`src/rtl/mips_ctrl_pkg.sv`:
```
// Shared encodings for the multicycle MIPS control path: opcodes, functs,
// ALU operation codes, FSM states and datapath mux selects.
package mips_ctrl_pkg;

    localparam logic [5:0] OP_RTYPE = 6'b000000;
    localparam logic [5:0] OP_LW    = 6'b100011;
    localparam logic [5:0] OP_SW    = 6'b101011;
    localparam logic [5:0] OP_BEQ   = 6'b000100;
    localparam logic [5:0] OP_BNE   = 6'b000101;
    localparam logic [5:0] OP_ADDI  = 6'b001000;
    localparam logic [5:0] OP_J     = 6'b000010;

    localparam logic [5:0] FN_ADD = 6'b100000;
    localparam logic [5:0] FN_SUB = 6'b100010;
    localparam logic [5:0] FN_AND = 6'b100100;
    localparam logic [5:0] FN_OR  = 6'b100101;
    localparam logic [5:0] FN_SLT = 6'b101010;

    typedef enum logic [2:0] {
        ALU_AND = 3'b000,
        ALU_OR  = 3'b001,
        ALU_ADD = 3'b010,
        ALU_SUB = 3'b110,
        ALU_SLT = 3'b111
    } alu_op_e;

    typedef enum logic [3:0] {
        FETCH     = 4'd0,
        DECODE    = 4'd1,
        MEM_ADDR  = 4'd2,
        MEM_READ  = 4'd3,
        MEM_WB    = 4'd4,
        MEM_WRITE = 4'd5,
        EXEC      = 4'd6,
        ALU_WB    = 4'd7,
        BR_CMP    = 4'd8,
        BR_ADDR   = 4'd9,
        BR_RES    = 4'd10,
        JUMP      = 4'd11,
        ADDI_EXEC = 4'd12,
        ADDI_WB   = 4'd13
    } state_e;

    typedef enum logic [1:0] {
        SRCB_REG     = 2'b00,
        SRCB_FOUR    = 2'b01,
        SRCB_IMM     = 2'b10,
        SRCB_IMM_SH2 = 2'b11
    } src_b_e;

    typedef enum logic [1:0] {
        PCSRC_ALU  = 2'b00,
        PCSRC_JUMP = 2'b10
    } pc_src_e;

    // States that sit waiting on mem_ready and are covered by the timeout.
    function automatic logic is_mem_wait(input state_e s);
        return (s == FETCH) || (s == MEM_READ) || (s == MEM_WRITE);
    endfunction

endpackage

```
`src/rtl/mips_multicycle_control_alu_control.sv`:
```
// R-type funct decoder: maps funct to an ALU operation and flags unsupported functs.
module alu_control
    import mips_ctrl_pkg::*;
(
    input  logic [5:0] funct_i,
    output alu_op_e    alu_op_o,
    output logic       valid_o
);

    always_comb begin
        alu_op_o = ALU_ADD;
        valid_o  = 1'b1;
        case (funct_i)
            FN_ADD:  alu_op_o = ALU_ADD;
            FN_SUB:  alu_op_o = ALU_SUB;
            FN_AND:  alu_op_o = ALU_AND;
            FN_OR:   alu_op_o = ALU_OR;
            FN_SLT:  alu_op_o = ALU_SLT;
            default: valid_o  = 1'b0;
        endcase
    end

endmodule

```
`src/rtl/mips_multicycle_control.sv`:
```
// Multicycle MIPS main control FSM: sequences fetch/decode/execute and drives
// ALU, PC, IR, memory and register-file controls from opcode/funct.
module mips_multicycle_control
    import mips_ctrl_pkg::*;
#(
    parameter int MEM_TIMEOUT = 0,
    parameter int TMO_W       = 8
) (
    input  logic       clk,
    input  logic       reset,
    input  logic [5:0] opcode,
    input  logic [5:0] funct,
    input  logic       zero,
    input  logic       mem_ready,
    output logic [2:0] alu_operation,
    output logic       alu_src_a,
    output logic [1:0] alu_src_b,
    output logic [1:0] pc_source,
    output logic       pc_write,
    output logic       i_or_d,
    output logic       mem_read,
    output logic       mem_write,
    output logic       ir_write,
    output logic       mdr_write,
    output logic       reg_write,
    output logic       reg_dst,
    output logic       mem_to_reg,
    output logic       illegal_op,
    output logic       mem_error,
    output logic       instr_done,
    output logic [3:0] state
);

    localparam logic [TMO_W-1:0] TMO_LAST =
        (MEM_TIMEOUT > 0) ? TMO_W'(MEM_TIMEOUT - 1) : '0;

    state_e           state_q, state_d;
    logic             take_q, take_d;
    logic [TMO_W-1:0] tmo_cnt_q, tmo_cnt_d;
    alu_op_e          rtype_op;
    logic             rtype_valid;
    logic             tmo_hit;

    alu_control u_alu_control (
        .funct_i  (funct),
        .alu_op_o (rtype_op),
        .valid_o  (rtype_valid)
    );

    // Memory handshake: mem_read/mem_write hold steady while waiting; the access
    // completes in the cycle mem_ready is high, and ir_write/mdr_write fire in that
    // same cycle. mem_ready is ignored in every other state.
    assign tmo_hit = (MEM_TIMEOUT != 0) && is_mem_wait(state_q) && !mem_ready
                     && (tmo_cnt_q == TMO_LAST);

    always_comb begin
        state_d       = state_q;
        take_d        = take_q;
        alu_operation = ALU_AND;
        alu_src_a     = 1'b0;
        alu_src_b     = SRCB_REG;
        pc_source     = PCSRC_ALU;
        pc_write      = 1'b0;
        i_or_d        = 1'b0;
        mem_read      = 1'b0;
        mem_write     = 1'b0;
        ir_write      = 1'b0;
        mdr_write     = 1'b0;
        reg_write     = 1'b0;
        reg_dst       = 1'b0;
        mem_to_reg    = 1'b0;
        illegal_op    = 1'b0;
        mem_error     = 1'b0;
        instr_done    = 1'b0;
        state         = state_q;

        case (state_q)
            FETCH: begin
                mem_read      = 1'b1;
                alu_operation = ALU_ADD;
                alu_src_b     = SRCB_FOUR;
                if (mem_ready) begin
                    ir_write = 1'b1;
                    state_d  = DECODE;
                end else if (tmo_hit) begin
                    mem_error = 1'b1;
                end
            end
            DECODE: begin
                // PC+4 was computed by the ALU during the final FETCH cycle.
                pc_write = 1'b1;
                case (opcode)
                    OP_RTYPE: begin
                        if (rtype_valid) begin
                            state_d = EXEC;
                        end else begin
                            illegal_op = 1'b1;
                            state_d    = FETCH;
                        end
                    end
                    OP_LW, OP_SW:   state_d = MEM_ADDR;
                    OP_BEQ, OP_BNE: state_d = BR_CMP;
                    OP_ADDI:        state_d = ADDI_EXEC;
                    OP_J:           state_d = JUMP;
                    default: begin
                        illegal_op = 1'b1;
                        state_d    = FETCH;
                    end
                endcase
            end
            MEM_ADDR: begin
                alu_operation = ALU_ADD;
                alu_src_a     = 1'b1;
                alu_src_b     = SRCB_IMM;
                state_d       = (opcode == OP_SW) ? MEM_WRITE : MEM_READ;
            end
            MEM_READ: begin
                alu_operation = ALU_ADD;
                alu_src_a     = 1'b1;
                alu_src_b     = SRCB_IMM;
                i_or_d        = 1'b1;
                mem_read      = 1'b1;
                if (mem_ready) begin
                    mdr_write = 1'b1;
                    state_d   = MEM_WB;
                end else if (tmo_hit) begin
                    mem_error = 1'b1;
                    state_d   = FETCH;
                end
            end
            MEM_WRITE: begin
                alu_operation = ALU_ADD;
                alu_src_a     = 1'b1;
                alu_src_b     = SRCB_IMM;
                i_or_d        = 1'b1;
                mem_write     = 1'b1;
                if (mem_ready) begin
                    instr_done = 1'b1;
                    state_d    = FETCH;
                end else if (tmo_hit) begin
                    mem_error = 1'b1;
                    state_d   = FETCH;
                end
            end
            MEM_WB: begin
                reg_write  = 1'b1;
                mem_to_reg = 1'b1;
                instr_done = 1'b1;
                state_d    = FETCH;
            end
            EXEC: begin
                alu_operation = rtype_op;
                alu_src_a     = 1'b1;
                state_d       = ALU_WB;
            end
            ALU_WB: begin
                alu_operation = rtype_op;
                alu_src_a     = 1'b1;
                reg_write     = 1'b1;
                reg_dst       = 1'b1;
                instr_done    = 1'b1;
                state_d       = FETCH;
            end
            BR_CMP: begin
                alu_operation = ALU_SUB;
                alu_src_a     = 1'b1;
                state_d       = BR_ADDR;
            end
            BR_ADDR: begin
                // zero now reflects the BR_CMP subtraction.
                alu_operation = ALU_ADD;
                alu_src_b     = SRCB_IMM_SH2;
                take_d        = (opcode == OP_BNE) ? ~zero : zero;
                state_d       = BR_RES;
            end
            BR_RES: begin
                pc_write   = take_q;
                instr_done = 1'b1;
                state_d    = FETCH;
            end
            JUMP: begin
                pc_write   = 1'b1;
                pc_source  = PCSRC_JUMP;
                instr_done = 1'b1;
                state_d    = FETCH;
            end
            ADDI_EXEC: begin
                alu_operation = ALU_ADD;
                alu_src_a     = 1'b1;
                alu_src_b     = SRCB_IMM;
                state_d       = ADDI_WB;
            end
            ADDI_WB: begin
                alu_operation = ALU_ADD;
                alu_src_a     = 1'b1;
                alu_src_b     = SRCB_IMM;
                reg_write     = 1'b1;
                instr_done    = 1'b1;
                state_d       = FETCH;
            end
            default: state_d = FETCH;
        endcase

        // Reset is synchronous, so the register may still hold a mid-instruction
        // state this cycle; suppress every output so nothing is written.
        if (reset) begin
            alu_operation = '0;
            alu_src_a     = 1'b0;
            alu_src_b     = '0;
            pc_source     = '0;
            pc_write      = 1'b0;
            i_or_d        = 1'b0;
            mem_read      = 1'b0;
            mem_write     = 1'b0;
            ir_write      = 1'b0;
            mdr_write     = 1'b0;
            reg_write     = 1'b0;
            reg_dst       = 1'b0;
            mem_to_reg    = 1'b0;
            illegal_op    = 1'b0;
            mem_error     = 1'b0;
            instr_done    = 1'b0;
            state         = FETCH;
        end
    end

    always_comb begin
        tmo_cnt_d = '0;
        if (is_mem_wait(state_q) && (state_d == state_q) && !tmo_hit) begin
            tmo_cnt_d = (tmo_cnt_q == '1) ? tmo_cnt_q : tmo_cnt_q + 1'b1;
        end
    end

    always_ff @(posedge clk) begin
        if (reset) begin
            state_q   <= FETCH;
            take_q    <= 1'b0;
            tmo_cnt_q <= '0;
        end else begin
            state_q   <= state_d;
            take_q    <= take_d;
            tmo_cnt_q <= tmo_cnt_d;
        end
    end

endmodule
```
`config.mk`:
```
export PLATFORM = sky130hd
export DESIGN_NAME = mips_multicycle_control
export DESIGN_NICKNAME = d
export VERILOG_FILES = /design/src/rtl/mips_ctrl_pkg.sv /design/src/rtl/mips_multicycle_control_alu_control.sv /design/src/rtl/mips_multicycle_control.sv
export SDC_FILE = /design/constraint.sdc
export NUM_CORES = 1
export LEC_CHECK = 0
export BUFFER_PORTS_ARGS = -buffer_cell sky130_fd_sc_hd__buf_4
export CORE_ASPECT_RATIO = 1.5
export CORE_UTILIZATION = 30
export CTS_BUF_LIST = sky130_fd_sc_hd__clkbuf_8
export DETAILED_ROUTE_END_ITERATION = 10
export GPL_ROUTABILITY_DRIVEN = 0
export GPL_TIMING_DRIVEN = 0
export PLACE_DENSITY = 0.57
export SYNTH_ARGS = -nofsm -noshare
export SYNTH_HDL_FRONTEND = slang
export SYNTH_SLANG_ARGS = --single-unit
```
`constraint.sdc`:
```
create_clock -name clk -period 2.9 [get_ports clk]
set_input_delay 0.725 -clock clk [delete_from_list [all_inputs] [get_ports clk]]
set_output_delay 0.725 -clock clk [all_outputs]
set_load 0.005 [all_outputs]
```
==> run metrics <==
status=completed; clk root buf=clkbuf_8; Max Clk Rate=0.3667 GHz; Crit path buffers/inverters=3; Synth Instances=140; Hold Crit Start=take_q; Static Leakage=0.5464 nW; cell taking the most area after synthesis=dfxtp_1; hold-critical path depth=2; CTS resizes=0; max-cap viol count=0; top post-synthesis cells by area=dfxtp_1 11%, nor2_1 10%, a21oi_1 6.8%, nand2b_1 6.3%, nor3_1 5.1%; Setup WS post-layout=0.1731 ns; post-CTS setup buffers=0; Reg area=100.1 µm²; Post-synth top flop=dfxtp_1; clock-pin slew on the worst setup and hold paths=0.03 ns; Fin. Hold Viols=0; Worst EP required=2.17 ns; post-synthesis simple-gate area fraction=43.44%; sequential share of the synthesized area=11.28%; nets@finish=197; Post-CTS Hold Buffers=0; Crit. End Element=output port; Layout Skew=0.0005676 ns; power density cells=271.4 nW/µm²; Cell variety after synth=42; routed wire length=2.864 mm; critical path's largest stage delay=0.41 ns; GR Util All Layers=19.00%; Worst R2R End=state_q[3]; RSZ-0062 raised after global routing=no; detailed router's first-iteration violation count=30; Hold Crit Class=reg2reg; cts bufs inserted=3; Avg Inst Size Synth=6.336 µm²; Switch Pwr=107.7 µW; commonest non-fill, non-tap cell in the layout=buf_4; die height=68.60 µm; post-route ant nets=0; Antenna Diode Count=0; Post-synth EDFFs=0; most frequent CP cell=clkbuf_1; clk buf depth=2; critical path's slowest cell=clkbuf_1; R2R depth=4; Synth Warn #=0; first-pass GRT wire length=4.616 mm; TritonRoute pass-1 iters=4; post-synthesis xor/xnor area fraction=3.949%; ratio of cells with drive above 1 in the final layout=27.78%; IO Count=40; DR WL/cell=13.20 µm; compound-cell area share of the yosys netlist=30.47%; worst skew pair latency=0.22 ns; Switching Fraction=31.87%; WHS Endpoint=take_q; vias in the first global route=1028; VDD IR max=200.7 µV; DRC=0; Max-slew headroom=66.63%; CORE AREA=2734 µm²; via count=1157; Die Footprint=3183 µm²; final slew viol count=0; min cycle time layout=2.727 ns; flop2flop setup slack=1.21 ns; Arrival @ worst endpoint=2.00 ns; WS Path Type=reg2out; Port Buf Inserts=35; initial antenna violation count=0; CP cell instances=clkbuf_1 > clkbuf_1 > xor2_1 > a221oi_1 > buf_4; most frequent cells in the layout=37 x buf_4, 24 x nor2_1, 12 x a21oi_1; fraction of registers with async set/reset=0%; TritonCTS clock tree=done; Clock Sinks=5; mux share of post-synthesis cell area=1.128%; adder-cell share of the synthesized area=0%; area grow syn2layout=40.34%; Initial Utilization=32.45%; Post-Synthesis Cell Area=887.1 µm²; H-tree depth=1; final period utilization=94.03%; Slew @ Worst Pin=0.5005 ns; Setup-failing EPs final=0; sum of negative setup slack=0 ns; delay-heaviest family, CP=buffers and inverters; top cell type's share of synthesized area=11.28%; largest family of logic cells by synthesized area=simple AND/OR/NAND/NOR gates; RR Startpoint=state_q[2]; pin count of the biggest net entering global routing=11; Crit Path Max Fanout=10; crit path launch type=register; Comb pwr share=42.3%; Sequential Power Share=21.7%; DR vias/cell=5.332; Pint=230.2 µW; dpl ws=0.3515 ns; GRT Residual Overflow=0; FILL cells=316; Seq cells post-synth=5; Die Width=46.40 µm; Multi-input gate area=708.2 µm²; Clock power frac=36.0%; num rows=23; Detail Placement HPWL=2.246 mm
cell usage after synthesis (2+ instances only):
library cell	n
a211oi_1	2
a21oi_1	12
a22oi_1	3
a311oi_1	3
a31o_2	2
and3_1	5
buf_1	2
buf_2	3
buf_4	2
clkbuf_1	5
dfxtp_1	5
inv_1	3
nand2_1	7
nand2b_1	9
nand3_1	3
nand3b_1	2
nor2_1	24
nor2b_1	5
nor3_1	9
nor4_1	2
o21ai_0	6
o21bai_1	2
or4_4	2
xor2_1	4
worst max-delay path by stage:
stage	start	end	depth (start not counted)
2_1_floorplan	reset	illegal_op	3
3_3_place_gp	funct[5]	alu_operation[1]	6
3_5_place_dp	funct[5]	alu_operation[1]	6
4_1_cts	state_q[2]	alu_operation[1]	5
5_1_grt	state_q[2]	alu_operation[1]	5
6_report	state_q[2]	alu_operation[1]	5
flip-flops by register name (all words and copies together) (netlist names):
register and count:
state_q 4, take_q 1
layout make-up:
| class | instances | share of cell area [%] |
|---|---|---|
| well taps | 37 | 3.719 |
| clock inverters | 1 | 0.3015 |
| multi-input cells | 119 | 56.88 |
| clock buffers | 3 | 3.317 |
| plain buffers | 13 | 5.427 |
| repair buffers | 35 | 21.11 |
| flip-flops and latches | 5 | 8.040 |
| inverters | 4 | 1.206 |
per-layer routing:
layer	vias to the layer above	routed length [µm]	track usage, %
met4	0	0	3.309
met1	543	1185	23.32
li1	581	-	-
met5	-	0	0
met3	0	92	1.042
met2	33	1586	35.24
power by group through the flow:
stage	logic [mW]	clock network [mW]	registers, mW
5_1_grt	0.158	0.129	0.0734
2_1_floorplan	0.0887	0	0.0741
4_1_cts	0.143	0.125	0.0733
3_3_place_gp	0.141	0	0.0742
6_report	0.143	0.121	0.0733
3_5_place_dp	0.142	0	0.0743
kinds of logic (layout without fill, tap and decap cells):
kind of cell,count (synthesis),in the layout
DFF,5,5
other,1,2
AOI/OAI and AO/OA,40,40
buffers and inverters,17,56
muxes,1,1
and+or+nand+nor,72,72
xor gates and xnor gates,4,4
tightest hold or removal path, delay by kind of cell (launching register included):
kind / cells / cell delay [ns]
AOI/OAI and AO/OA: 2 / 0.16
DFF: 1 / 0.32
stage by stage:
stage	hold slack [ns]	util, %	instances	area, µm²	total power, mW
2_1_floorplan	0.4889	-	141	890.9	0.1628
3_3_place_gp	0.5381	43.89	213	1200	0.2151
3_5_place_dp	0.5365	43.89	213	1200	0.2168
4_1_cts	0.5397	45.54	217	1245	0.3409
5_1_grt	0.5936	45.54	217	1245	0.3596
6_report	0.5386	45.54	217	1245	0.3379
(Power assumes the default switching activity.)
